===== config.mk =====
export PLATFORM = sky130hd
export DESIGN_NAME = vram_arbiter_flat
export DESIGN_NICKNAME = d
export VERILOG_FILES = /design/src/rtl/vram_arbiter_if.sv /design/src/rtl/vram_arbiter.sv /design/src/flat_wrapper.sv
export SDC_FILE = /design/constraint.sdc
export NUM_CORES = 1
export LEC_CHECK = 0
export ABC_AREA = 1
export CAP_MARGIN = 20
export CORE_MARGIN = 2
export CORE_UTILIZATION = 44
export CTS_CLUSTER_SIZE = 40
export DETAILED_ROUTE_END_ITERATION = 10
export PLACE_DENSITY = 0.95
export REMOVE_ABC_BUFFERS = 1
export SYNTH_ARGS = -nofsm -noshare
export SYNTH_HDL_FRONTEND = slang
export SYNTH_SLANG_ARGS = --single-unit

===== constraint.sdc =====
create_clock -name clk -period 3.3 [get_ports clk]
set_clock_uncertainty 0.05 [all_clocks]
set_input_delay 0.66 -clock clk [delete_from_list [all_inputs] [get_ports clk]]
set_output_delay 0.66 -clock clk [all_outputs]
set_load 0.02 [all_outputs]

===== src/rtl/vram_arbiter_if.sv =====
// vram_arbiter_if: bundles the display, CPU and RAM-side signals of the VRAM arbiter.
//   slave  modport: the arbiter side (takes requests, drives grants and RAM controls).
//   master modport: the environment side (display fetcher, CPU and the RAM itself).
interface vram_arbiter_if;
  // Display fetch port
  logic        disp_req;
  logic [13:0] disp_addr;
  logic        disp_grant;
  logic        disp_valid;
  logic [15:0] disp_data;
  // CPU write port (byte address)
  logic        cpu_wr_req;
  logic [15:0] cpu_wr_addr;
  logic [7:0]  cpu_wr_data;
  logic        cpu_wr_busy;
  // CPU read port (byte address)
  logic        cpu_rd_req;
  logic [15:0] cpu_rd_addr;
  logic        cpu_rd_busy;
  logic        cpu_rd_valid;
  logic [7:0]  cpu_rd_data;
  // Dropped-strobe flag
  logic        overflow;
  logic        overflow_clr;
  // Single-port RAM controls
  logic [13:0] ram_addr;
  logic [15:0] ram_data_in;
  logic [3:0]  ram_maskwren;
  logic        ram_wren;
  logic [15:0] ram_data_out;

  modport slave (
    input  disp_req, disp_addr, cpu_wr_req, cpu_wr_addr, cpu_wr_data,
    input  cpu_rd_req, cpu_rd_addr, overflow_clr, ram_data_out,
    output disp_grant, disp_valid, disp_data, cpu_wr_busy, cpu_rd_busy,
    output cpu_rd_valid, cpu_rd_data, overflow,
    output ram_addr, ram_data_in, ram_maskwren, ram_wren
  );

  modport master (
    output disp_req, disp_addr, cpu_wr_req, cpu_wr_addr, cpu_wr_data,
    output cpu_rd_req, cpu_rd_addr, overflow_clr, ram_data_out,
    input  disp_grant, disp_valid, disp_data, cpu_wr_busy, cpu_rd_busy,
    input  cpu_rd_valid, cpu_rd_data, overflow,
    input  ram_addr, ram_data_in, ram_maskwren, ram_wren
  );
endinterface


===== src/rtl/vram_arbiter.sv =====
// vram_arbiter: shares one single-port 16-bit VRAM between a display fetcher and a CPU byte
// port. One access per cycle; display has priority, then CPU write, then CPU read, except that
// after STARVE_LIMIT consecutive display grants with a CPU access pending the CPU wins a cycle.
// Ports:
//   clk      - system clock, rising edge
//   reset_n  - asynchronous active-low reset
//   bus      - vram_arbiter_if.slave: display req/grant/data, CPU write/read strobes with
//              one-deep buffers and busy flags, sticky overflow, RAM address/data/mask/wren.
module vram_arbiter #(
  parameter int unsigned STARVE_LIMIT = 8
) (
  input logic             clk,
  input logic             reset_n,
  vram_arbiter_if.slave   bus
);

  typedef enum logic [1:0] {StIdle, StDisp, StWr, StRd} grant_e;

  grant_e      grant, last_grant_q;
  logic        wr_full_q, wr_full_d;
  logic [14:0] wr_addr_q, wr_addr_d;
  logic [7:0]  wr_data_q, wr_data_d;
  logic        rd_full_q, rd_full_d;
  logic [14:0] rd_addr_q, rd_addr_d;
  logic        rd_hi_q, rd_hi_d;
  logic [3:0]  starve_ctr_q, starve_ctr_d;
  logic        overflow_q, overflow_d;
  logic        cpu_pending, starve;
  logic        wr_capture, rd_capture;

  // Address bit 15 selects nothing in a 32 KiB space.
  logic unused_addr_msb;
  assign unused_addr_msb = bus.cpu_wr_addr[15] ^ bus.cpu_rd_addr[15];

  assign cpu_pending = wr_full_q | rd_full_q;
  assign starve      = cpu_pending && (starve_ctr_q == 4'(STARVE_LIMIT));

  // Grant selection; gated by reset_n so nothing reaches the RAM while reset is held.
  always_comb begin
    grant = StIdle;
    if (reset_n) begin
      if (bus.disp_req && !starve) grant = StDisp;
      else if (wr_full_q)          grant = StWr;
      else if (rd_full_q)          grant = StRd;
    end
  end

  // RAM controls and buffer/counter next state
  always_comb begin
    bus.disp_grant   = (grant == StDisp);
    bus.ram_addr     = '0;
    bus.ram_data_in  = '0;
    bus.ram_maskwren = '0;
    bus.ram_wren     = 1'b0;
    unique case (grant)
      StDisp: bus.ram_addr = bus.disp_addr;
      StWr: begin
        bus.ram_addr     = wr_addr_q[14:1];
        bus.ram_data_in  = {wr_data_q, wr_data_q};
        bus.ram_maskwren = wr_addr_q[0] ? 4'b1100 : 4'b0011;
        bus.ram_wren     = 1'b1;
      end
      StRd:    bus.ram_addr = rd_addr_q[14:1];
      default: ;
    endcase

    // A strobe fits if the buffer is empty or is draining this very cycle.
    wr_capture = bus.cpu_wr_req && (!wr_full_q || grant == StWr);
    rd_capture = bus.cpu_rd_req && (!rd_full_q || grant == StRd);

    wr_full_d = wr_capture ? 1'b1 : (wr_full_q && grant != StWr);
    wr_addr_d = wr_capture ? bus.cpu_wr_addr[14:0] : wr_addr_q;
    wr_data_d = wr_capture ? bus.cpu_wr_data : wr_data_q;
    rd_full_d = rd_capture ? 1'b1 : (rd_full_q && grant != StRd);
    rd_addr_d = rd_capture ? bus.cpu_rd_addr[14:0] : rd_addr_q;
    // Byte lane latched at grant time: the buffer may be refilled before data returns.
    rd_hi_d   = (grant == StRd) ? rd_addr_q[0] : rd_hi_q;

    // Setting wins over clearing so a drop coincident with a clear is not lost.
    overflow_d = (overflow_q && !bus.overflow_clr) ||
                 (bus.cpu_wr_req && !wr_capture) || (bus.cpu_rd_req && !rd_capture);

    if (!cpu_pending || grant == StWr || grant == StRd) starve_ctr_d = '0;
    else if (grant == StDisp)                            starve_ctr_d = starve_ctr_q + 4'd1;
    else                                                 starve_ctr_d = starve_ctr_q;
  end

  always_ff @(posedge clk or negedge reset_n) begin
    if (!reset_n) begin
      last_grant_q <= StIdle;
      wr_full_q    <= 1'b0;
      wr_addr_q    <= '0;
      wr_data_q    <= '0;
      rd_full_q    <= 1'b0;
      rd_addr_q    <= '0;
      rd_hi_q      <= 1'b0;
      starve_ctr_q <= '0;
      overflow_q   <= 1'b0;
    end else begin
      last_grant_q <= grant;
      wr_full_q    <= wr_full_d;
      wr_addr_q    <= wr_addr_d;
      wr_data_q    <= wr_data_d;
      rd_full_q    <= rd_full_d;
      rd_addr_q    <= rd_addr_d;
      rd_hi_q      <= rd_hi_d;
      starve_ctr_q <= starve_ctr_d;
      overflow_q   <= overflow_d;
    end
  end

  // Returned data follows the registered RAM output one cycle after the grant.
  always_comb begin
    bus.disp_valid   = (last_grant_q == StDisp);
    bus.disp_data    = bus.disp_valid ? bus.ram_data_out : '0;
    bus.cpu_rd_valid = (last_grant_q == StRd);
    bus.cpu_rd_data  = '0;
    if (bus.cpu_rd_valid) begin
      bus.cpu_rd_data = rd_hi_q ? bus.ram_data_out[15:8] : bus.ram_data_out[7:0];
    end
    bus.cpu_wr_busy  = wr_full_q;
    bus.cpu_rd_busy  = rd_full_q;
    bus.overflow     = overflow_q;
  end

endmodule


===== src/flat_wrapper.sv =====
// flat-port wrapper written by rule: the top's interface ports become plain ports
module vram_arbiter_flat 
#(
  parameter int unsigned STARVE_LIMIT = 8
)
  (clk, reset_n, bus_disp_req, bus_disp_addr, bus_cpu_wr_req, bus_cpu_wr_addr, bus_cpu_wr_data, bus_cpu_rd_req, bus_cpu_rd_addr, bus_overflow_clr, bus_ram_data_out, bus_disp_grant, bus_disp_valid, bus_disp_data, bus_cpu_wr_busy, bus_cpu_rd_busy, bus_cpu_rd_valid, bus_cpu_rd_data, bus_overflow, bus_ram_addr, bus_ram_data_in, bus_ram_maskwren, bus_ram_wren);
  vram_arbiter_if bus_i ();
  input logic clk;
  input logic reset_n;
  input wire logic [$bits(bus_i.disp_req)-1:0] bus_disp_req;
  input wire logic [$bits(bus_i.disp_addr)-1:0] bus_disp_addr;
  input wire logic [$bits(bus_i.cpu_wr_req)-1:0] bus_cpu_wr_req;
  input wire logic [$bits(bus_i.cpu_wr_addr)-1:0] bus_cpu_wr_addr;
  input wire logic [$bits(bus_i.cpu_wr_data)-1:0] bus_cpu_wr_data;
  input wire logic [$bits(bus_i.cpu_rd_req)-1:0] bus_cpu_rd_req;
  input wire logic [$bits(bus_i.cpu_rd_addr)-1:0] bus_cpu_rd_addr;
  input wire logic [$bits(bus_i.overflow_clr)-1:0] bus_overflow_clr;
  input wire logic [$bits(bus_i.ram_data_out)-1:0] bus_ram_data_out;
  output wire logic [$bits(bus_i.disp_grant)-1:0] bus_disp_grant;
  output wire logic [$bits(bus_i.disp_valid)-1:0] bus_disp_valid;
  output wire logic [$bits(bus_i.disp_data)-1:0] bus_disp_data;
  output wire logic [$bits(bus_i.cpu_wr_busy)-1:0] bus_cpu_wr_busy;
  output wire logic [$bits(bus_i.cpu_rd_busy)-1:0] bus_cpu_rd_busy;
  output wire logic [$bits(bus_i.cpu_rd_valid)-1:0] bus_cpu_rd_valid;
  output wire logic [$bits(bus_i.cpu_rd_data)-1:0] bus_cpu_rd_data;
  output wire logic [$bits(bus_i.overflow)-1:0] bus_overflow;
  output wire logic [$bits(bus_i.ram_addr)-1:0] bus_ram_addr;
  output wire logic [$bits(bus_i.ram_data_in)-1:0] bus_ram_data_in;
  output wire logic [$bits(bus_i.ram_maskwren)-1:0] bus_ram_maskwren;
  output wire logic [$bits(bus_i.ram_wren)-1:0] bus_ram_wren;
  assign bus_i.disp_req = bus_disp_req;
  assign bus_i.disp_addr = bus_disp_addr;
  assign bus_i.cpu_wr_req = bus_cpu_wr_req;
  assign bus_i.cpu_wr_addr = bus_cpu_wr_addr;
  assign bus_i.cpu_wr_data = bus_cpu_wr_data;
  assign bus_i.cpu_rd_req = bus_cpu_rd_req;
  assign bus_i.cpu_rd_addr = bus_cpu_rd_addr;
  assign bus_i.overflow_clr = bus_overflow_clr;
  assign bus_i.ram_data_out = bus_ram_data_out;
  assign bus_disp_grant = bus_i.disp_grant;
  assign bus_disp_valid = bus_i.disp_valid;
  assign bus_disp_data = bus_i.disp_data;
  assign bus_cpu_wr_busy = bus_i.cpu_wr_busy;
  assign bus_cpu_rd_busy = bus_i.cpu_rd_busy;
  assign bus_cpu_rd_valid = bus_i.cpu_rd_valid;
  assign bus_cpu_rd_data = bus_i.cpu_rd_data;
  assign bus_overflow = bus_i.overflow;
  assign bus_ram_addr = bus_i.ram_addr;
  assign bus_ram_data_in = bus_i.ram_data_in;
  assign bus_ram_maskwren = bus_i.ram_maskwren;
  assign bus_ram_wren = bus_i.ram_wren;
  vram_arbiter #(.STARVE_LIMIT(STARVE_LIMIT)) u_core (.clk(clk), .reset_n(reset_n), .bus(bus_i));
endmodule

**Word-level counts from Yosys, hierarchy flattened**

Cells that the tools add are included.

- Register bits after elaboration: 48
- Output and inout port bits: 65

- Add/subtract/negate cells: 1
- Eq/ne operators: 8
- Mux-type cells: 16
- Bitwise gates (word level): 1
- Reductions and logical operators: 23

Operator list:

| operator | count |
|---|---|
| 14-bit case mux with 3 select lines | 1 |
| 16-bit 2-to-1 mux | 2 |
| 4-bit 2-to-1 mux | 4 |
| 8-bit 2-to-1 mux | 2 |
| 1-bit logical AND | 9 |
| 2-bit 2-to-1 mux | 4 |
| 1-bit logical NOT | 7 |
| 2-bit == test (second input constant) | 3 |
| 1-bit logical OR | 6 |
| 4-bit by 1-bit adder with 4-bit output (second input constant) | 1 |
| 2-bit by 1-bit == test with 1-bit output (second input constant) | 2 |
| 4-bit == test (second input constant) | 1 |
| 2-bit inequality test (second input constant) | 2 |
| 1-bit 2-to-1 mux | 3 |
| 2-bit nonzero test | 1 |
| 1-bit OR | 1 |

**Logic depth before layout (Yosys ltp)**

Gate-level depths: netlist of run 1.

- Word-level depth: 13
- Depth in mapped cells: 12
- Mapped depth without buffers: 11

**Worst setup path after synthesis of run 1**

OpenSTA, ideal clock, no wires.

- Path type: reg-to-output
- From: register u_core.wr_full_q, in the netlist u_core.bus.cpu_wr_busy
- To: output port bus_ram_data_in[10]
- Data arrival time: 1.812 ns
- Data required time: 2.590 ns
- Path slack: 0.778 ns
- Stages on the path, launching flop included: 10
- Path buffers: 1
- Path through: dfrtp_1 > inv_4 > nand2_4 > nand2_4 > nand2_4 > nand2_4 > nor2_4 > inv_2 > nor2_1 > buf_4

- Cells in the longest elaborated chain, start to end: 8
- Elaborated cells on any way between the ends: 9
- Those cells by class: eq/ne: 1; mux: 4; bitwise: 1; reduce/logical: 3

RTL lines:

| item | line | RTL |
|---|---|---|
| start, declared | vram_arbiter.sv:20 | `logic wr_full_q, wr_full_d;` |
| start signal, assigned | vram_arbiter.sv:101 | `wr_full_q <= wr_full_d;` |
| 1-bit OR | vram_arbiter.sv:35 | `assign cpu_pending = wr_full_q \| rd_full_q;` |
| 1-bit logical AND | vram_arbiter.sv:36 | `assign starve = cpu_pending && (starve_ctr_q == 4'(STARVE_LIMIT));` |
| 1-bit logical NOT | vram_arbiter.sv:42 | `if (bus.disp_req && !starve) grant = StDisp;` |
| 1-bit logical AND | vram_arbiter.sv:42 |  |
| 2-bit 2-to-1 mux (*) | vram_arbiter.sv:42 |  |
| 2-bit 2-to-1 mux (*) | vram_arbiter.sv:41 | `if (reset_n) begin` |
| 2-bit == test (*) | vram_arbiter.sv:55 | `unique case (grant)` |
| 16-bit 2-to-1 mux (*) | vram_arbiter.sv:55 |  |
| end, declared | flat_wrapper.sv:28 | `output wire logic [$bits(bus_i.ram_data_in)-1:0] bus_ram_data_in;` |

Every way passes the cells marked *; elsewhere a longest branch is shown, timed or not.

**Worst setup path in the final report of run 1**

- From: register u_core.starve_ctr_q[0]
- To: output port bus_ram_wren

- Cells in the longest elaborated chain, start to end: 8

RTL lines:

| item | line | RTL |
|---|---|---|
| start, declared | vram_arbiter.sv:26 | `logic [3:0] starve_ctr_q, starve_ctr_d;` |
| start signal, assigned | vram_arbiter.sv:107 | `starve_ctr_q <= starve_ctr_d;` |
| 4-bit == test | vram_arbiter.sv:36 |  |
| 1-bit logical AND | vram_arbiter.sv:36 |  |
| 1-bit logical NOT | vram_arbiter.sv:42 |  |
| 1-bit logical AND | vram_arbiter.sv:42 |  |
| 2-bit 2-to-1 mux | vram_arbiter.sv:42 |  |
| 2-bit 2-to-1 mux | vram_arbiter.sv:41 |  |
| 2-bit == test | vram_arbiter.sv:55 |  |
| 1-bit 2-to-1 mux | vram_arbiter.sv:55 |  |
| end, declared | flat_wrapper.sv:30 | `output wire logic [$bits(bus_i.ram_wren)-1:0] bus_ram_wren;` |

No other way between the ends.

==> results.yml, run 1 <==
run_status:
  run_status: "finished clean"
finish:
  antenna-diode-count: 0
  utilization: 0.692
  area_growth_syn_to_layout_pct: 53.0
  fin_cells: 584
  layout.nets: 584
  post_route_cells_drive_above_1_share: 0.0730
synth:
  synth.largest_area_cell: "sky130_fd_sc_hd__dfrtp_1"
  ys_seq_elements: 48
  netlist_instances: 381
  yosys_most_used_dff: "sky130_fd_sc_hd__dfrtp_1"
  yosysMostFrequentCell: "sky130_fd_sc_hd__nand2_1"
  synth_area_per_cell_um2: 7.50
  synthDominantCellAreaShare: 0.420
  yosysWarningCount: 0
  postSynth.asyncResetShare: 1.00
  synth_area_leaders: "sky130_fd_sc_hd__dfrtp_1 (42%), sky130_fd_sc_hd__nand2_1 (14%), sky130_fd_sc_hd__nand3_1 (12%)"
  synth_area_um2: 2860
  yosysUniqueCellTypes: 23
  synth_commonest_cells: "sky130_fd_sc_hd__nand2_1 (106), sky130_fd_sc_hd__nand3_1 (68), sky130_fd_sc_hd__dfrtp_1 (48)"
  number_of_flops_mapped_to_enable_cells_by_yosys: 0
  yosysSeqAreaShare: 0.420
timing:
  setup_violations: 0
  min_period_over_period: 0.943
  f_max_mhz: 321
  setup_slack_ps: 188
  finalCriticalPeriod_ps: 3110
  setup_repair_after_global_routing_missed_its_margin: "no"
  relSlewSlack: 0.561
  fin_setup_tns_ps: 0
  finalHoldViolations: 0
  drv_slew: 0
  worstMarginPinSlew_ps: 656
pwr:
  pwr-share-clk: 0.213
  max-vdd-ir-drop_mv: 0.253
  seq_power_share: 0.477
  power_switching_share: 0.344
  power-per-cell-area_nw_per_um2: 386
  finalPower_mw: 1.69
  power.switching_mw: 0.582
  cellInternalPower_mw: 1.11
  reported_leakage_power_nw: 2.66
  power.share.combinational: 0.311
drt:
  drt-vias-per-instance: 5.21
  drc: 0
  detailedRoute.firstPassIterationCount: 5
  detail_route.wirelength_um: 8460
  routed-via-count: 3043
  drt_first_iter_violations: 164
  post_drt_wl_per_cell_um: 14.5
  antenna_left: 0
worst_setup_path:
  cp_data_required_time_ps: 2590
  slowest_stage_delay_on_critical_path_ps: 620
  cp-end-kind: "output port"
  timing.critical_path.fanout_max: 12
  data_arrival_time_of_the_critical_path_ps: 2400
  path_cells: "inv_1, ha_1, nand2_1, nor2_1, nand2_4, nand2_4, nand2_4, nor2_4, buf_12, clkdlybuf4s50_1"
  slowest_stage: "sky130_fd_sc_hd__clkdlybuf4s50_1"
  path_class: "reg2out"
  path_common_cell: "sky130_fd_sc_hd__nand2_4"
  startpoint_type: "register"
placed_design:
  placement.setup.worst_slack_ps: 113
  place.detailed.instances: 575
  gp_congestion: 0.880
  place_hpwl_um: 6420
  io_buffers: 138
clock_network:
  cts-root-buf: "sky130_fd_sc_hd__clkbuf_8"
  clock_sinks: 48
  post_cts_hold_buffer_count: 0
  numCtsBuffers: 5
  cts_htree_levels: 2
  cts-root-to-sink-buffers: 2
  clock_latency_ps: 310
  cts_tree: "yes"
  worst_setup_hold_path_clk_slew_ps: 90
floorplan:
  die_area_um2: 7160
  chip_height_um: 84.6
  placementRows: 29
  core_region_area_um2: 6310
  ports: 141
  dieWidth_um: 84.6
  start_util: 0.453
global_routing:
  grt_max_degree: 31
  groute.usage.overall: 0.232
  initial_antenna_violation_count: 0
  total_overflow_reported_by_the_global_router: 0
  via_count_of_the_first_global_routing_pass: 2906
  grt_pass1_wl_um: 13400
worst_hold_path:
  min-delay-path-class: "in2async"
job:
  drv.max_cap_violation_count: 0
through the flow:
stage | hold slack (ps) | area (um2)
floorplan | 314 | 2620
CTS | 343 | 4280
finish | 349 | 4370
global route | 370 | 4370
detailed placement | 409 | 4190
global placement | 405 | 4190
metal layers:
metal  vias up  track usage  part of all wire
li1       1449            -                 -
met2       148        0.409              0.53
met5         -            0                 0
met3        11       0.0482             0.083
met4         0       0.0837             0.019
met1      1435        0.279              0.37
flip-flops by register name (all words and copies together), names as in the netlist:
signal and flops:
u_core.last_grant_q 2, u_core.bus.cpu_rd_busy 1, u_core.bus.cpu_wr_busy 1, u_core.wr_data_q 8, u_core.rd_addr_q 15, u_core.bus.overflow 1, u_core.starve_ctr_q 4, u_core.rd_hi_q 1
u_core.wr_addr_q 15
power by group through the flow:
stage | logic [mW] | clock network, mW | registers [mW]
after floorplan | 0.260 | 0 | 0.789
after global routing | 0.584 | 0.384 | 0.821
after CTS | 0.532 | 0.371 | 0.804
after detailed placement | 0.530 | 0 | 0.815
after global placement | 0.511 | 0 | 0.807
final | 0.525 | 0.359 | 0.805
logic make-up after synthesis:
group / Yosys count / share of synthesized area
AND/OR/NAND/NOR: 237 / 0.393
AO/OA/AOI/OAI: 19 / 0.0342
buffers and inverters: 74 / 0.141
XOR/XNOR: 1 / 0.00307
flip-flops: 48 / 0.420
adder cells (fa/ha/maj): 2 / 0.00876
worst max-delay path, delay by kind of cell, from the launching register on:
family	cells	cell delay, ps
adders and majority gates	1	150
and+or+nand+nor	6	680
DFF	1	420
buffers and inverters	3	850
worst paths after layout:
check | depth (start not counted) | start | endpoint | slack, ps
max in group asynchronous | 3 | reset_n | u_core.wr_addr_q[6] | 2320
worst min register to register | 2 | u_core.wr_addr_q[12] | u_core.wr_addr_q[12] | 430
worst min-delay path | 2 | reset_n | u_core.starve_ctr_q[2] | 350
worst max register to register | 11 | u_core.starve_ctr_q[0] | u_core.wr_data_q[4] | 1290
worst max-delay path | 10 | u_core.starve_ctr_q[0] | bus_ram_wren | 190
min in group clk | 2 | u_core.wr_addr_q[12] | u_core.wr_addr_q[12] | 430
cell usage in the layout, fill, tap and decap left out, drive strengths merged:
master / synthesis / routed
xor2: 1 / 1
o21bai: 1 / 1
nor2: 34 / 34
clkinvlp: 0 / 2
ha: 2 / 2
buf: 20 / 11
nand2: 114 / 114
clkinv: 0 / 2
dlygate4sd2: 0 / 1
dfrtp: 48 / 48
nand3: 72 / 72
clkbuf: 10 / 5
nor3: 1 / 1
dlymetal6s2s: 0 / 33
inv: 44 / 43
a21oi: 8 / 8
nand4: 16 / 16
o21ai: 10 / 10
clkdlybuf4s50: 0 / 103
final cells by class:
class,instances,area [um2]
Clock buffer,5,68.8
Clock inverter,3,23.8
Fill cell,501,1940
Inverter,44,169
Multi-Input combinational cell,259,1250
Sequential cell,48,1200
Tap cell,77,96.3
Timing Repair Buffer,148,1560
repair_timing:
item	in CTS	in global routing
setup endpoints to repair	1	34
resized for setup	1	34
pin swaps	0	1
setup buffers	0	1
(Power assumes the default switching activity.)
==> inputs of run 2 (changes only) <==
--- a/config.mk
+++ b/config.mk
@@ -9,3 +9,3 @@
 export CAP_MARGIN = 20
-export CORE_MARGIN = 2
+export CORE_MARGIN = 4
 export CORE_UTILIZATION = 44
--- a/constraint.sdc
+++ b/constraint.sdc
@@ -4,2 +4,2 @@
 set_output_delay 0.66 -clock clk [all_outputs]
-set_load 0.02 [all_outputs]
+set_load 0.005 [all_outputs]
==> results.yml, run 2 (same netlist as run 1, synthesis figures left out) <==
run_status:
  run_status: "finished clean"
worst_setup_path:
  path_common_cell: "sky130_fd_sc_hd__nand2_4"
  data_arrival_time_of_the_critical_path_ps: 2490
  setup.reg_to_reg.worst_slack_ps: 1340
  cp-end-kind: "output port"
  path_class: "reg2out"
  slowest_stage_delay_on_critical_path_ps: 510
  path_cells: "inv_1, ha_1, nand2_1, nor2_2, nand2_4, nand2_4, nand2_4, nor2_4, buf_12, nand2_1, nand3_1, clkdlybuf4s50_1"
  slowest_stage: "sky130_fd_sc_hd__clkdlybuf4s50_1"
  crit-reg2reg-launch: "u_core.starve_ctr_q[1]"
  path_buf_inv: 3
  cp_top_family: "simple AND/OR/NAND/NOR gates"
  startpoint_type: "register"
  crit_start: "u_core.starve_ctr_q[1]"
  cp_data_required_time_ps: 2590
  worstReg2RegEnd: "u_core.wr_addr_q[4]"
  worst-r2r-cell-count: 11
  timing.critical_path.fanout_max: 9
job:
  drv.max_cap_violation_count: 0
timing:
  setup_violations: 0
  finalHoldViolations: 0
  finalCriticalPeriod_ps: 3200
  setup_repair_after_global_routing_missed_its_margin: "yes"
  relSlewSlack: 0.505
  f_max_mhz: 312
  min_period_over_period: 0.971
  drv_slew: 0
  worstMarginPinSlew_ps: 741
drt:
  drt-vias-per-instance: 5.13
  drc: 0
  routed-via-count: 2989
  antenna_left: 0
  post_drt_wl_per_cell_um: 14.4
  drt_first_iter_violations: 171
  detailedRoute.firstPassIterationCount: 4
  detail_route.wirelength_um: 8400
clock_network:
  cts-root-to-sink-buffers: 2
  cts_tree: "yes"
  worst_setup_hold_path_clk_slew_ps: 90
  cts_htree_levels: 2
  cts-root-buf: "sky130_fd_sc_hd__clkbuf_8"
  clock_sinks: 48
  numCtsBuffers: 5
  clock_latency_ps: 300
finish:
  reg_top3: "u_core.rd_addr_q x15, u_core.wr_addr_q x15, u_core.wr_data_q x8"
  fin_cells: 583
  antenna-diode-count: 0
  layout.nets: 583
  n_fill_cell: 491
  mostFrequentLayoutCells: "sky130_fd_sc_hd__clkdlybuf4s50_1 (135), sky130_fd_sc_hd__nand2_1 (106), sky130_fd_sc_hd__nand3_1 (68)"
  post_route_cells_drive_above_1_share: 0.0711
  area_growth_syn_to_layout_pct: 50.7
  mostFrequentLayoutCell: "sky130_fd_sc_hd__clkdlybuf4s50_1"
floorplan:
  ports: 141
  dieWidth_um: 88.6
  die_area_um2: 7850
  start_util: 0.453
  chip_height_um: 88.6
  core_region_area_um2: 6310
  placementRows: 29
global_routing:
  via_count_of_the_first_global_routing_pass: 2842
  initial_antenna_violation_count: 0
  grt_max_degree: 70
  grt_pass1_wl_um: 13200
  total_overflow_reported_by_the_global_router: 0
  groute.usage.overall: 0.213
pwr:
  power-per-cell-area_nw_per_um2: 397
  reported_leakage_power_nw: 2.15
  finalPower_mw: 1.71
  max-vdd-ir-drop_mv: 0.265
placed_design:
  io_buffers: 138
  place_hpwl_um: 6470
  place.detailed.instances: 571
  gp_congestion: 0.866
worst_hold_path:
  min-delay-path-class: "in2async"
## run 2: changes by cell type in the layout (fill, tap and decap cells not counted), sizes merged
| cell | previous run | this run |
|---|---|---|
| buf | 11 | 10 |
| bufinv | 0 | 1 |
| clkbuf | 5 | 6 |
| clkdlybuf4s50 | 103 | 135 |
| clkinv | 2 | 1 |
| clkinvlp | 2 | 0 |
| dlygate4sd2 | 1 | 0 |
| dlymetal6s2s | 33 | 2 |
| inv | 43 | 44 |
## run 2: area by class of cell
| type | instances | area (um2) | share of cell area |
|---|---|---|---|
| clock buffer | 6 | 72.6 | 0.0169 |
| clock inverter | 2 | 35.0 | 0.00813 |
| inverter | 44 | 170 | 0.0395 |
| multi-input combinational | 259 | 1260 | 0.292 |
| sequential | 48 | 1200 | 0.279 |
| tap | 77 | 96.3 | 0.0224 |
| timing repair buffer | 147 | 1470 | 0.342 |
## run 2: worst max-delay path by stage
stage	cells after the start	slack [ps]	endpoint
global route	12	-40	bus_ram_addr[11]
finish	12	100	bus_ram_addr[6]
CTS	11	30	bus_ram_data_in[5]
detailed placement	7	140	bus_ram_data_in[5]
global placement	8	170	bus_ram_addr[6]
floorplan	10	1030	bus_ram_data_in[0]
## run 2: what timing repair did
item / CTS / global route
buffers inserted: 1 / 3
hold buffers: 0 / 0
cloned: 0 / 0
gates resized for setup: 0 / 4
endpoints found under the hold margin: 0 / 0
pin swaps: 1 / 1
endpoints found under the setup margin: 2 / 34
## run 2: worst reg2reg max path, stage by stage, from the launching register on
cell and delay (ps):
sky130_fd_sc_hd__dfrtp_1 420, sky130_fd_sc_hd__inv_1 90, sky130_fd_sc_hd__ha_1 160, sky130_fd_sc_hd__nand2_1 70, sky130_fd_sc_hd__nor2_2 130, sky130_fd_sc_hd__nand2_4 60
sky130_fd_sc_hd__nand2_4 120, sky130_fd_sc_hd__nand2_4 100, sky130_fd_sc_hd__nand2_4 240, sky130_fd_sc_hd__nand2_4 230, sky130_fd_sc_hd__nand2_1 130, sky130_fd_sc_hd__nand2_1 50
## run 2: power breakdown
part | internal (mW) | leakage [nW] | switching, mW
combinational | 0.258 | 1.50 | 0.225
clock | 0.225 | 0.0552 | 0.194
sequential | 0.710 | 0.592 | 0.0943
total | 1.19 | 2.15 | 0.514
## run 2: per-layer routing
layer / GRT usage / up-vias / wire [um]
li1: - / 1453 / -
met1: 0.263 / 1365 / 3190
met5: 0 / - / 0
met2: 0.375 / 157 / 4180
met4: 0.0536 / 0 / 122
met3: 0.0531 / 14 / 900
## run 2: stage by stage
step | hold slack (ps) | worst slack, ps | instance area [um2] | util | setup TNS [ps]
4_1_cts | 376 | 25.7 | 4270 | 0.677 | 0
3_3_place_gp | 406 | 171 | 4160 | 0.659 | 0
2_1_floorplan | 314 | 1030 | 2620 | - | 0
5_1_grt | 378 | -35.2 | 4310 | 0.682 | -279
3_5_place_dp | 408 | 140 | 4160 | 0.659 | 0
6_report | 364 | 95.7 | 4310 | 0.682 | 0
